==> src/rtl/pb_cmd_pkg.sv <==
// Purpose  : shared encodings for the push-button command sequencer.
// Latency  : n/a (types, constants and pure helper functions only).
// Backpres.: n/a.
// Contents : cmd_e (button index == command code), state_e (FSM encoding),
//            prio_pick (fixed-priority one-hot pick), gnt2cmd (grant -> command).
package pb_cmd_pkg;

   localparam int unsigned NUM_PB = 3;

   // Command code equals the index of the button that produces it.
   typedef enum logic [1:0] {
      CMD_INC  = 2'd0,
      CMD_CLR  = 2'd1,
      CMD_SHOW = 2'd2
   } cmd_e;

   typedef enum logic [1:0] {
      IDLE  = 2'd0,
      FETCH = 2'd1,
      EXEC  = 2'd2
   } state_e;

   // Fixed priority: pb2 > pb1 > pb0. Result is one-hot or zero.
   function automatic logic [NUM_PB-1:0] prio_pick(input logic [NUM_PB-1:0] req);
      logic [NUM_PB-1:0] gnt;
      gnt = '0;
      if (req[2])      gnt[2] = 1'b1;
      else if (req[1]) gnt[1] = 1'b1;
      else if (req[0]) gnt[0] = 1'b1;
      return gnt;
   endfunction

   // Only meaningful for a one-hot grant; a zero grant maps to INC but is never written.
   function automatic cmd_e gnt2cmd(input logic [NUM_PB-1:0] gnt);
      cmd_e c;
      if (gnt[2])      c = CMD_SHOW;
      else if (gnt[1]) c = CMD_CLR;
      else             c = CMD_INC;
      return c;
   endfunction

endpackage

==> src/rtl/pb_debounce.sv <==
// Purpose  : debounce one active-low raw push-button and emit a one-cycle press event.
// Latency  : deb rises DEB_LEN+2 edges after the first edge that samples a stable 0.
// Backpres.: none; press is a single-cycle event that the consumer must capture.
// Ports    : clock, reset_n (async active-low), noisy (raw button, 0 = pressed),
//            deb (debounced level, 1 = pressed), press (one cycle on deb rising edge).
module pb_debounce #(
   parameter int unsigned DEB_LEN = 8
) (
   input  logic clock,
   input  logic reset_n,
   input  logic noisy,
   output logic deb,
   output logic press
);

   logic               sync1_q;
   logic               sync2_q;
   logic [DEB_LEN-1:0] shift_q;
   logic               deb_q;
   logic               deb_d;
   logic               deb_prev_q;

   // Hysteresis: only a full window of identical samples moves the state;
   // any mixed window keeps the previous decision.
   always_comb begin
      deb_d = deb_q;
      if (shift_q == '0) begin
         deb_d = 1'b1;
      end else if (&shift_q) begin
         deb_d = 1'b0;
      end
   end

   // Reset leaves everything in the "released" condition so a button held
   // through reset is seen as a fresh press once the window fills with zeros.
   always_ff @(posedge clock or negedge reset_n) begin
      if (!reset_n) begin
         sync1_q    <= 1'b1;
         sync2_q    <= 1'b1;
         shift_q    <= '1;
         deb_q      <= 1'b0;
         deb_prev_q <= 1'b0;
      end else begin
         sync1_q    <= noisy;
         sync2_q    <= sync1_q;
         shift_q    <= {shift_q[DEB_LEN-2:0], sync2_q};
         deb_q      <= deb_d;
         deb_prev_q <= deb_q;
      end
   end

   assign deb   = deb_q;
   assign press = deb_q & ~deb_prev_q;

endmodule

==> src/rtl/pb_cmd_sequencer.sv <==
// Purpose  : turn debounced button presses into queued INC/CLR/SHOW commands and execute them.
// Latency  : E0+DEB_LEN+6 edges from first sampled press to visible result (idle, uncontended).
// Backpres.: FIFO full stalls grants and holds pending; a repeat press on a held pending bit sets overflow.
// Ports    : clock, reset_n (async active-low), pb[2:0] (raw, 0 = pressed; INC/CLR/SHOW),
//            led (~count at last SHOW), busy (FSM active or queue non-empty), overflow (sticky lost press).
module pb_cmd_sequencer
   import pb_cmd_pkg::*;
#(
   parameter int unsigned DEB_LEN = 8,
   parameter int unsigned CNT_W   = 8,
   parameter int unsigned QDEPTH  = 4
) (
   input  logic              clock,
   input  logic              reset_n,
   input  logic [2:0]        pb,
   output logic [CNT_W-1:0]  led,
   output logic              busy,
   output logic              overflow
);

   localparam int unsigned PTR_W  = $clog2(QDEPTH);
   localparam int unsigned QCNT_W = PTR_W + 1;
   localparam logic [QCNT_W-1:0] FIFO_FULL = QCNT_W'(QDEPTH);

   // ------------------------------------------------------------------
   // Debouncers
   // ------------------------------------------------------------------
   logic [NUM_PB-1:0] deb_w;
   logic [NUM_PB-1:0] press_w;

   for (genvar g = 0; g < NUM_PB; g++) begin : g_deb
      pb_debounce #(
         .DEB_LEN (DEB_LEN)
      ) u_deb (
         .clock   (clock),
         .reset_n (reset_n),
         .noisy   (pb[g]),
         .deb     (deb_w[g]),
         .press   (press_w[g])
      );
   end

   // ------------------------------------------------------------------
   // Pending bits and arbiter
   // ------------------------------------------------------------------
   logic [NUM_PB-1:0] pending_q;
   logic [NUM_PB-1:0] pending_d;
   logic [NUM_PB-1:0] grant;
   logic              push;
   cmd_e              wr_cmd;
   logic              merge_drop;

   logic [QCNT_W-1:0] fifo_cnt_q;
   logic [QCNT_W-1:0] fifo_cnt_d;
   logic              fifo_empty;
   logic              can_push;

   assign fifo_empty = (fifo_cnt_q == '0);
   assign can_push   = (fifo_cnt_q < FIFO_FULL);

   // Grant looks only at the registered count, so a pop in the same cycle
   // does not open a slot early (no write bypass).
   assign grant  = can_push ? prio_pick(pending_q) : '0;
   assign push   = |grant;
   assign wr_cmd = gnt2cmd(grant);

   // A press landing on a bit that stays set this cycle is merged away.
   // A press on a bit being granted right now simply re-arms it.
   assign merge_drop = |(press_w & pending_q & ~grant);
   assign pending_d  = (pending_q & ~grant) | press_w;

   always_ff @(posedge clock or negedge reset_n) begin
      if (!reset_n) begin
         pending_q <= '0;
      end else begin
         pending_q <= pending_d;
      end
   end

   // ------------------------------------------------------------------
   // Command FIFO
   // ------------------------------------------------------------------
   cmd_e             fifo_mem_q [QDEPTH];
   logic [PTR_W-1:0] wr_ptr_q;
   logic [PTR_W-1:0] rd_ptr_q;
   logic             pop;

   always_comb begin
      fifo_cnt_d = fifo_cnt_q;
      if (push && !pop) begin
         fifo_cnt_d = fifo_cnt_q + QCNT_W'(1);
      end else if (!push && pop) begin
         fifo_cnt_d = fifo_cnt_q - QCNT_W'(1);
      end
   end

   always_ff @(posedge clock or negedge reset_n) begin
      if (!reset_n) begin
         wr_ptr_q   <= '0;
         rd_ptr_q   <= '0;
         fifo_cnt_q <= '0;
      end else begin
         if (push) wr_ptr_q <= wr_ptr_q + PTR_W'(1);
         if (pop)  rd_ptr_q <= rd_ptr_q + PTR_W'(1);
         fifo_cnt_q <= fifo_cnt_d;
      end
   end

   // Storage needs no reset: entries are only read behind the count.
   always_ff @(posedge clock) begin
      if (push) begin
         fifo_mem_q[wr_ptr_q] <= wr_cmd;
      end
   end

   // ------------------------------------------------------------------
   // Execution FSM
   // ------------------------------------------------------------------
   state_e state_q;
   state_e state_d;
   cmd_e   cmd_q;
   logic   exec;

   // The head is popped on the IDLE->FETCH edge so cmd_q holds it during
   // FETCH; the command retires on the FETCH->EXEC edge, making its result
   // visible for the whole EXEC cycle. EXEC then returns to IDLE.
   always_comb begin
      state_d = state_q;
      pop     = 1'b0;
      exec    = 1'b0;
      case (state_q)
         IDLE: begin
            if (!fifo_empty) begin
               pop     = 1'b1;
               state_d = FETCH;
            end
         end
         FETCH: begin
            exec    = 1'b1;
            state_d = EXEC;
         end
         EXEC: begin
            state_d = IDLE;
         end
         default: begin
            state_d = IDLE;
         end
      endcase
   end

   always_ff @(posedge clock or negedge reset_n) begin
      if (!reset_n) begin
         state_q <= IDLE;
         cmd_q   <= CMD_INC;
      end else begin
         state_q <= state_d;
         if (pop) cmd_q <= fifo_mem_q[rd_ptr_q];
      end
   end

   // ------------------------------------------------------------------
   // Datapath: counter, display, overflow flag
   // ------------------------------------------------------------------
   logic [CNT_W-1:0] count_q;
   logic [CNT_W-1:0] count_d;
   logic [CNT_W-1:0] led_q;
   logic [CNT_W-1:0] led_d;
   logic             overflow_q;
   logic             overflow_d;

   always_comb begin
      count_d    = count_q;
      led_d      = led_q;
      overflow_d = overflow_q;
      if (exec) begin
         case (cmd_q)
            CMD_INC:  count_d = count_q + CNT_W'(1);
            CMD_CLR: begin
               count_d    = '0;
               overflow_d = 1'b0;
            end
            CMD_SHOW: led_d = ~count_q;
            default:  count_d = count_q;
         endcase
      end
      // A lost press in the same cycle as a CLR must still be reported.
      if (merge_drop) begin
         overflow_d = 1'b1;
      end
   end

   always_ff @(posedge clock or negedge reset_n) begin
      if (!reset_n) begin
         count_q    <= '0;
         led_q      <= '1;
         overflow_q <= 1'b0;
      end else begin
         count_q    <= count_d;
         led_q      <= led_d;
         overflow_q <= overflow_d;
      end
   end

   assign led      = led_q;
   assign overflow = overflow_q;
   assign busy     = (state_q != IDLE) || !fifo_empty;

endmodule

==> config.mk <==
export PLATFORM = sky130hd
export DESIGN_NAME = pb_cmd_sequencer
export DESIGN_NICKNAME = d
export VERILOG_FILES = /design/src/rtl/pb_cmd_pkg.sv /design/src/rtl/pb_debounce.sv /design/src/rtl/pb_cmd_sequencer.sv
export SDC_FILE = /design/constraint.sdc
export NUM_CORES = 1
export LEC_CHECK = 0
export BUFFER_PORTS_ARGS = -buffer_cell sky130_fd_sc_hd__buf_2
export CAP_MARGIN = 20
export CELL_PAD_IN_SITES_DETAIL_PLACEMENT = 2
export CELL_PAD_IN_SITES_GLOBAL_PLACEMENT = 2
export CORE_ASPECT_RATIO = 0.6
export CORE_UTILIZATION = 45
export DETAILED_ROUTE_END_ITERATION = 10
export PLACE_DENSITY = 0.83
export SETUP_SLACK_MARGIN = 0.4
export SLEW_MARGIN = 20
export SYNTH_ARGS = -nofsm -noshare
export SYNTH_HDL_FRONTEND = slang
export SYNTH_SLANG_ARGS = --single-unit
==> constraint.sdc <==
create_clock -name clock -period 5.3 [get_ports clock]
set_input_delay 1.325 -clock clock [delete_from_list [all_inputs] [get_ports clock]]
set_output_delay 1.325 -clock clock [all_outputs]
set_load 0.03 [all_outputs]
==> results.txt, run 1 <==
Summing every instance area after synthesis gives 2850 um2. The I/O pin count came out at 15. Across all layers, the routed design uses 1674 vias.

Once detailed placement completed, the half-perimeter wirelength came to 4.04 mm. The area fraction of the dominant cell type after synthesis was 0.351; the global-route total usage across every layer was 0.203. The average wire per standard cell is 17.8 um. Measured along the y axis, the die boundary spans 63.6 um.

The run gives 0 as the number of hold-slack violations in the final timing report. The number of hold buffers added after CTS came out at 0. The tools report the number of cell rows as 22. The run finished with clean final reports.

The worst max-slew margin expressed relative to the limit is 0.493, and the worst hold slack is 0.359 ns. In this run the remaining antenna-violating nets after routing total 0. Setup repair after global routing left no endpoint under its margin.

sky130_fd_sc_hd__dfstp_2 takes more of the synthesized area than any other cell. For this run the aggregate overflow at the end of global routing stands at 0. Iteration-0 DRC count of the detailed router: 57. The antenna diode instance count was 0; the mux share of post-synthesis cell area was 0.0316.

The async set or reset register ratio after synthesis was 0.893; the final instance count without filler cells was 319. Post-synthesis sequential area ratio: 0.690. The routed design has 5.68 mm of wire. The slew at the pin closest to its max-slew limit was 0.760 ns. Across the run, the number of max-cap violations was 0. Most common flop cell mapped by yosys: sky130_fd_sc_hd__dfstp_2.

For the finished layout, the period the worst path requires is 2.94 ns. The number of antenna violations at the first check in global routing is 0. The depth of the worst register-to-register path was 8. The number of placed instances, taps included, is 303. For this design, the sink count on the clock tree is 75. Number of flops mapped to enable cells by yosys: 8. The floorplan step defined a die boundary enclosing 6660 um2. The run gives 1886 as the via count of the first global-routing pass. The share of the cycle needed by the critical path after routing came out at 0.554.

The count of warnings emitted by yosys came out at 0. The class of the tightest hold or removal check is reg -> reg. In this run the standard cell core region covers 6110 um2. The run gives 0 as the count of endpoints failing setup in the final report.

With fillers left out, the area of the finished cells amounts to 3220 um2. The cell count after synthesis is 211, and the peak supply drop is 0.000188 V. At the worst endpoint, the arrival time is 1.61 ns.

Number of max-slew violations in the final report: 0. After detailed routing, the number of remaining DRC violations is 0. Clock buffer count from CTS: 9. The clock root buffer is sky130_fd_sc_hd__clkbuf_8. The largest net degree at the start of global routing was 36; the number of instances on the worst hold path was 0.

After clock tree synthesis, the clock-pin slew on the worst setup and hold paths is 0.07 ns. The horizontal extent of the die is 105 um. For the final setup skew, the log shows 0.00749 ns.

Mean number of vias per cell: 5.25. The tools report the number of buffers on the longest clock path as 2. The post-synthesis share of cell area spent on full adders, half adders and majority gates was 0.0334; the share of final-layout standard cells stronger than drive strength 1 was 0.323.

Dominant combinational cell family by area after synthesis: simple AND/OR/NAND/NOR gates. The worst setup path is launched from a flop. Derived from the worst setup path, the maximum achievable clock frequency is 0.340 GHz. The H-tree was split into 3 levels. The first global-routing pass estimated 9.87 mm of wire. The post-synthesis xor/xnor area fraction is 0.0185, and the total power divided by cell area is 568 nW/um2.

In the post-synthesis netlist, the biggest area contributors are sky130_fd_sc_hd__dfstp_2 (35%), sky130_fd_sc_hd__dfrtp_1 (25%), sky130_fd_sc_hd__edfxtp_1 (8.4%). TritonCTS built the clock tree. The setup path with the least slack is of type reg -> out.

After detailed placement, the total cell area comes to 3000 um2. For the initial cell density of the core, the log shows 0.466. The number of synthesized register bits is 75. The area growth from synthesis to layout is 13.0%. The element type at the critical path end is an output port. The clock network latency to the later pin of the worst-skew pair was 0.35 ns. In this run the static leakage power is 1.33 nW. The synthesized-area fraction occupied by ao, oa, aoi and oai cells was 0.0681; the worst endpoint required time was 3.97 ns.

The final cell utilization of the core is 0.526, and the count of nets after finishing is 242. Averaged over all synthesized cells, the footprint is 13.5 um2. In this run the post-CTS setup repair buffer count came out at 0. For the number of resized instances in the post-cts repair step, the log shows 0. The run gives 223 as the number of nets produced by synthesis. Along the worst path, the maximum fanout reaches 8. At the end of routability-driven placement, the weighted congestion stood at 0.698.

The aggregate negative setup slack is 0 ns, and the post-synthesis simple-gate area fraction is 0.136. The first detailed-routing pass ran for 4 iterations. The number of buffers inserted by port buffering was 14; the count of cell types in the netlist was 40.
## report_power, final
| part | switching [mW] | leakage [nW] | total [mW] | internal [mW] |
|---|---|---|---|---|
| logic | 0.293 | 0.402 | 0.491 | 0.198 |
| clock network | 0.209 | 0.113 | 0.470 | 0.262 |
| registers | 0.126 | 0.819 | 0.867 | 0.742 |
## cells by family (layout without fill, tap and decap cells)
group                    count (synthesis)  after routing
AO/OA/AOI/OAI                           30             30
XOR/XNOR                                 6              6
adder cells (fa/ha/maj)                  7              7
buffers and inverters                   15             39
flip-flops                              75             75
multiplexers                             6              6
AND/OR/NAND/NOR                         72             72
## layout by cell type, fill, tap and decap left out, types with 3 or more instances in the layout
master and count:
sky130_fd_sc_hd__and2_1 4, sky130_fd_sc_hd__xnor2_1 4, sky130_fd_sc_hd__o21ai_0 15, sky130_fd_sc_hd__ha_1 6, sky130_fd_sc_hd__nor2b_1 6, sky130_fd_sc_hd__nand2_1 18, sky130_fd_sc_hd__or3_1 3, sky130_fd_sc_hd__nand4_1 5
sky130_fd_sc_hd__nor3_1 4, sky130_fd_sc_hd__nand2b_1 4, sky130_fd_sc_hd__nor4_1 5, sky130_fd_sc_hd__mux2_2 4, sky130_fd_sc_hd__dfrtp_1 29, sky130_fd_sc_hd__nand3_1 7, sky130_fd_sc_hd__inv_1 8, sky130_fd_sc_hd__edfxtp_1 8
sky130_fd_sc_hd__clkbuf_8 10, sky130_fd_sc_hd__dfstp_2 38, sky130_fd_sc_hd__a21oi_1 4, sky130_fd_sc_hd__nor2_1 9, sky130_fd_sc_hd__buf_2 14
## state kept, by name, indices dropped and copies added, names as in the netlist, 3 cells and up
signal                  cells
led                         8
g_deb.u_deb.deb_prev_q      3
pending_q                   3
count_q                     8
g_deb.u_deb.sync2_q         3
g_deb.u_deb.deb             3
g_deb.u_deb.sync1_q         3
fifo_cnt_q                  3
fifo_mem_q                  8
g_deb.u_deb.shift_q        24
## final timing paths
path                                   startpoint                   endpoint  slack, ns
max                                 fifo_cnt_q[2]                       busy       2.36
min                        g_deb[0].u_deb.sync2_q  g_deb[0].u_deb.shift_q[0]       0.36
max reg2reg                         fifo_cnt_q[2]              fifo_cnt_q[2]       2.85
min reg2reg                g_deb[0].u_deb.sync2_q  g_deb[0].u_deb.shift_q[0]       0.36
max in group asynchronous                 reset_n                     led[3]       3.29
min in group asynchronous                 reset_n                 count_q[4]       1.04
## through the flow
stage          total power, mW  setup WS (ns)
2_1_floorplan             1.21           2.78
3_3_place_gp              1.31           2.77
3_5_place_dp              1.37           2.73
4_1_cts                   1.86           2.34
5_1_grt                   1.95           2.27
6_report                  1.83           2.36
## metal layers
metal	GRT usage	part of all wire
met2	0.322	0.49
met1	0.263	0.47
met5	0	0
met3	0.0683	0.034
met4	0.0687	0.012
## cell type report
cell class	count	area, um2
fill	601	2890
sequential	75	1960
multi-input combinational	121	820
clock buffer	12	166
tap	84	105
timing repair buffer	15	77.6
clock inverter	4	53.8
inverter	8	30.0
## critical path, cell delays in order, from the launching register on
cell	delay (ns)
sky130_fd_sc_hd__dfrtp_1	0.48
sky130_fd_sc_hd__or3_1	0.46
sky130_fd_sc_hd__nand2b_1	0.16
sky130_fd_sc_hd__buf_2	0.17
## synth_stat cells, drive strengths merged, types with 2 or more instances
cell type,instances
dfstp,38
dfrtp,29
nand2,18
o21ai,15
nor2,9
edfxtp,8
inv,8
nand3,7
clkbuf,6
ha,6
nor2b,6
nand4,5
nor4,5
a21oi,4
and2,4
mux2,4
nand2b,4
nor3,4
xnor2,4
or3,3
a311o,2
and3,2
mux4,2
nor3b,2
o221ai,2
xor2,2
(Power assumes the default switching activity.)
==> run 2: changes to the inputs <==
Settings changed: ABC_AREA from default to 1, CORE_UTILIZATION 45 to 37, PLACE_DENSITY 0.83 to 0.76.
Clock period 5.3 ns to 2.6 ns, I/O delays scaled along.
==> results.txt, run 2 <==
The flow ran to the end, and the final reports show no timing, DRC or antenna violations. The run gives 0 ns (unchanged) as the aggregate negative setup slack. The run gives 1859 (+11%) as the via count of the routed design.

The depth of the worst register-to-register path was 9 (+1); the number of resized instances in the post-cts repair step was 0 (unchanged). The sum of overflow across all layers after global routing was 0 (unchanged); the antenna diode instance count was 0 (unchanged). The iteration-0 DRC count of the detailed router was 66 (+16%); the placed instance count was 372 (+23%).

For the number of buffers inserted by post-CTS setup repair, the log shows 0 (unchanged). The slew at the pin closest to its max-slew limit was 0.733 ns (-0.0274 ns); the global-route total usage across every layer was 0.171 (-0.0322). The worst endpoint required time is 2.82 ns (-1.15 ns). The number of synthesized register bits was 75 (unchanged); the clock transition at the register clock pins on the worst setup and hold paths after CTS was 0.06 ns (about the same). The area of the core region was 7450 um2 (+22%). The most common flop cell mapped by yosys is sky130_fd_sc_hd__dfstp_2.

STA classifies the critical path endpoint as a flop. The number of nets produced by synthesis is 266 (+19%). The most instantiated library cell after synthesis was sky130_fd_sc_hd__nand2_1. The run gives 57 (+58%) as the largest net degree at the start of global routing. The critical path starts at pending_q[2]. The share of final-layout standard cells stronger than drive strength 1 was 0.327 (+0.00406).

The area fraction of the dominant cell type after synthesis came out at 0.342 (-0.00842). The I/O pin count is 15 (unchanged). The endpoint identified for the worst register-to-register timing path is fifo_cnt_q[1]. The run gives 2.19 ns (+0.58 ns) as the worst path arrival time. DRC violation count after routing: 0 (unchanged). For the worst max-slew margin expressed relative to the limit, the log shows 0.507 (+0.0145). The tools report the endpoint of the most critical setup path as fifo_cnt_q[1]. The number of buffers inserted by port buffering works out to 14 (unchanged). The average wire per standard cell works out to 15.4 um (-14%). By area the synthesized netlist is led by sky130_fd_sc_hd__dfstp_2 (34%), sky130_fd_sc_hd__dfrtp_1 (25%), sky130_fd_sc_hd__edfxtp_1 (8.2%). The worst hold slack was 0.200 ns (-0.159 ns); the detailed-router iteration count before antenna repair was 4 (unchanged). The count of cell types in the netlist is 27 (-33%), and the clock network latency to the later pin of the worst-skew pair is 0.34 ns (about the same). The height of the die is 70.8 um (+11%), and the clock buffer count from CTS is 9 (unchanged). The class of the tightest hold or removal check is in -> async.

The register-to-register path setup slack was 0.62 ns (-2.23 ns). The run gives 0 (unchanged) as the number of hold buffers added after CTS. The number of max-slew violations in the final report is 0 (unchanged), and the HPWL after detailed placement is 4.13 mm (+2.3%). The mean instance size in the synthesized netlist is 11.5 um2 (-15%), and the initial cell density of the core is 0.392 (-0.0742).

The library cells used most frequently in the layout, excluding fill and tap cells, are sky130_fd_sc_hd__nand2_1 (40), sky130_fd_sc_hd__dfstp_2 (38), sky130_fd_sc_hd__dfrtp_1 (29). The run gives 0 (unchanged) as the number of max-capacitance violations reported. The synthesized design spends more area on one cell type than any other, namely sky130_fd_sc_hd__dfstp_2. The tools report the peak supply drop as 0.000382 V (+100%). The horizontal extent of the die was 117 um (+11%).

The run gives 3 (unchanged) as the total number of H-tree levels. TritonCTS built the clock tree. Setup repair after global routing left no endpoint under its margin. For the area of the die, the log shows 8260 um2 (+24%).

Clock root buffer: sky130_fd_sc_hd__clkbuf_16. The run gives 0 (unchanged) as the count of warnings emitted by yosys. The run gives 24 (+9.1%) as the number of cell rows.

Post-synthesis cell area: 2920 um2 (+2.5%). The number of flip-flops under the largest register name is 24 (unchanged), and the share of the cycle needed by the critical path after routing is 0.761. The final instance count without filler cells is 388 (+22%), and the count of nets after finishing is 291 (+20%).

The total power divided by cell area was 1240 nW/um2 (+120%); the maximum net fanout on the critical path was 6 (-2). The maximum achievable frequency was 0.505 GHz; the number of flops mapped to enable cells by yosys was 8 (unchanged). The number of buffers on the longest clock path is 2 (unchanged).

The tools report the critical path launch point type as a flop. The tools report the count of endpoints failing setup in the final report as 0 (unchanged). The number of hold-slack violations in the final timing report came out at 0 (unchanged). For the final setup skew, the log shows 0.00674 ns (-0.000747 ns). The via count of the first global-routing pass came out at 2042 (+8.3%). Mean number of vias per cell: 4.79 (-8.7%). The area growth from synthesis to layout is 18.0%. Placer congestion estimate: 0.715 (+2.4%). The wire length of the first global-routing pass was 10.2 mm (+3.6%); the cell count after synthesis was 254 (+20%). For the routed wire length, the log shows 5.96 mm (+4.9%).

The final critical delay including setup and external delays was 1.98 ns. Number of antenna violations at the first check in global routing: 0 (unchanged). In this run the critical register-to-register path is launched from pending_q[2]. After synthesis, the most frequently instantiated cells are sky130_fd_sc_hd__nand2_1 (40), sky130_fd_sc_hd__dfstp_2 (38), sky130_fd_sc_hd__dfrtp_1 (29), sky130_fd_sc_hd__inv_1 (27), sky130_fd_sc_hd__nor2_1 (24). The largest register by flop count is g_deb.u_deb.shift_q. The worst setup path is of the reg -> reg kind. Total power consumption of the routed design: 4.28 mW (+130%). The logs give 0.673 (-0.0166) for the post-synthesis sequential area ratio and 75 (unchanged) for the count of clock tree sinks. Number of nets with antenna violations after detailed routing: 0 (unchanged).

The library cell used most frequently in the layout, excluding fill and tap cells, is sky130_fd_sc_hd__nand2_1. The leakage power was 1.51 nW (+13%). Async set or reset register ratio after synthesis: 0.893 (unchanged).
## run 2: changes by cell type after synthesis, sizes merged, moves of 6 or more
cell    previous run  this run
clkbuf             6         0
inv                8        32
nand2             18        45
nand4              5        11
nor2               9        28
nor2b              6         0
o21ai             15        23
## run 2: stage by stage
stage	cell area, um2	worst slack, ns	util
3_5_place_dp	3130	0.593	0.420
2_1_floorplan	2920	0.816	-
5_1_grt	3440	0.462	0.462
3_3_place_gp	3130	0.684	0.420
6_report	3440	0.622	0.462
4_1_cts	3440	0.579	0.462
## run 2: routing by layer
layer	track usage	vias up	share of wire
li1	-	884	-
met1	0.221	936	0.47
met2	0.264	25	0.47
met3	0.0591	14	0.036
met4	0.0661	0	0.020
met5	0	-	0
## run 2: cell type report
| cell class | count | area, um2 |
|---|---|---|
| fillers | 791 | 4010 |
| flip-flops and latches | 75 | 1960 |
| multi-input cells | 145 | 818 |
| clock buffers | 12 | 278 |
| well taps | 104 | 130 |
| inverters | 33 | 124 |
| repair buffers | 15 | 90.1 |
| clock inverters | 4 | 37.5 |
## run 2: how the worst min path moves through the flow
stage	from	end	slack, ns	cells past startpoint
finish	reset_n	rd_ptr_q[1]	0.20	1
global route	reset_n	rd_ptr_q[1]	0.21	1
CTS	reset_n	count_q[7]	0.20	1
detailed placement	g_deb[2].u_deb.sync1_q	g_deb[2].u_deb.sync2_q	0.35	0
global placement	g_deb[0].u_deb.sync2_q	g_deb[0].u_deb.shift_q[0]	0.35	0
floorplan	reset_n	cmd_q[0]	0.35	0
## run 2: critical path, cell delays in order (launching register included)
cell,delay (ns)
sky130_fd_sc_hd__dfrtp_1,0.41
sky130_fd_sc_hd__nor2_1,0.17
sky130_fd_sc_hd__nand2_1,0.08
sky130_fd_sc_hd__nand2_1,0.18
sky130_fd_sc_hd__inv_1,0.11
sky130_fd_sc_hd__ha_1,0.21
sky130_fd_sc_hd__inv_1,0.10
sky130_fd_sc_hd__fa_1,0.42
sky130_fd_sc_hd__nor2_1,0.13
sky130_fd_sc_hd__a21oi_1,0.06
## run 2: power by group
part,leakage (nW),internal (mW),switching (mW)
Clock,0.156,0.770,0.495
Combinational,0.532,0.403,0.815
Sequential,0.819,1.55,0.246
Total,1.51,2.72,1.56
## run 2: cells by family after synthesis
family	Yosys count	synth area share
AO/OA/AOI/OAI	32	0.0678
XOR/XNOR	4	0.0120
adder cells (fa/ha/maj)	7	0.0326
buffers and inverters	34	0.0463
flip-flops	75	0.673
AND/OR/NAND/NOR	102	0.168
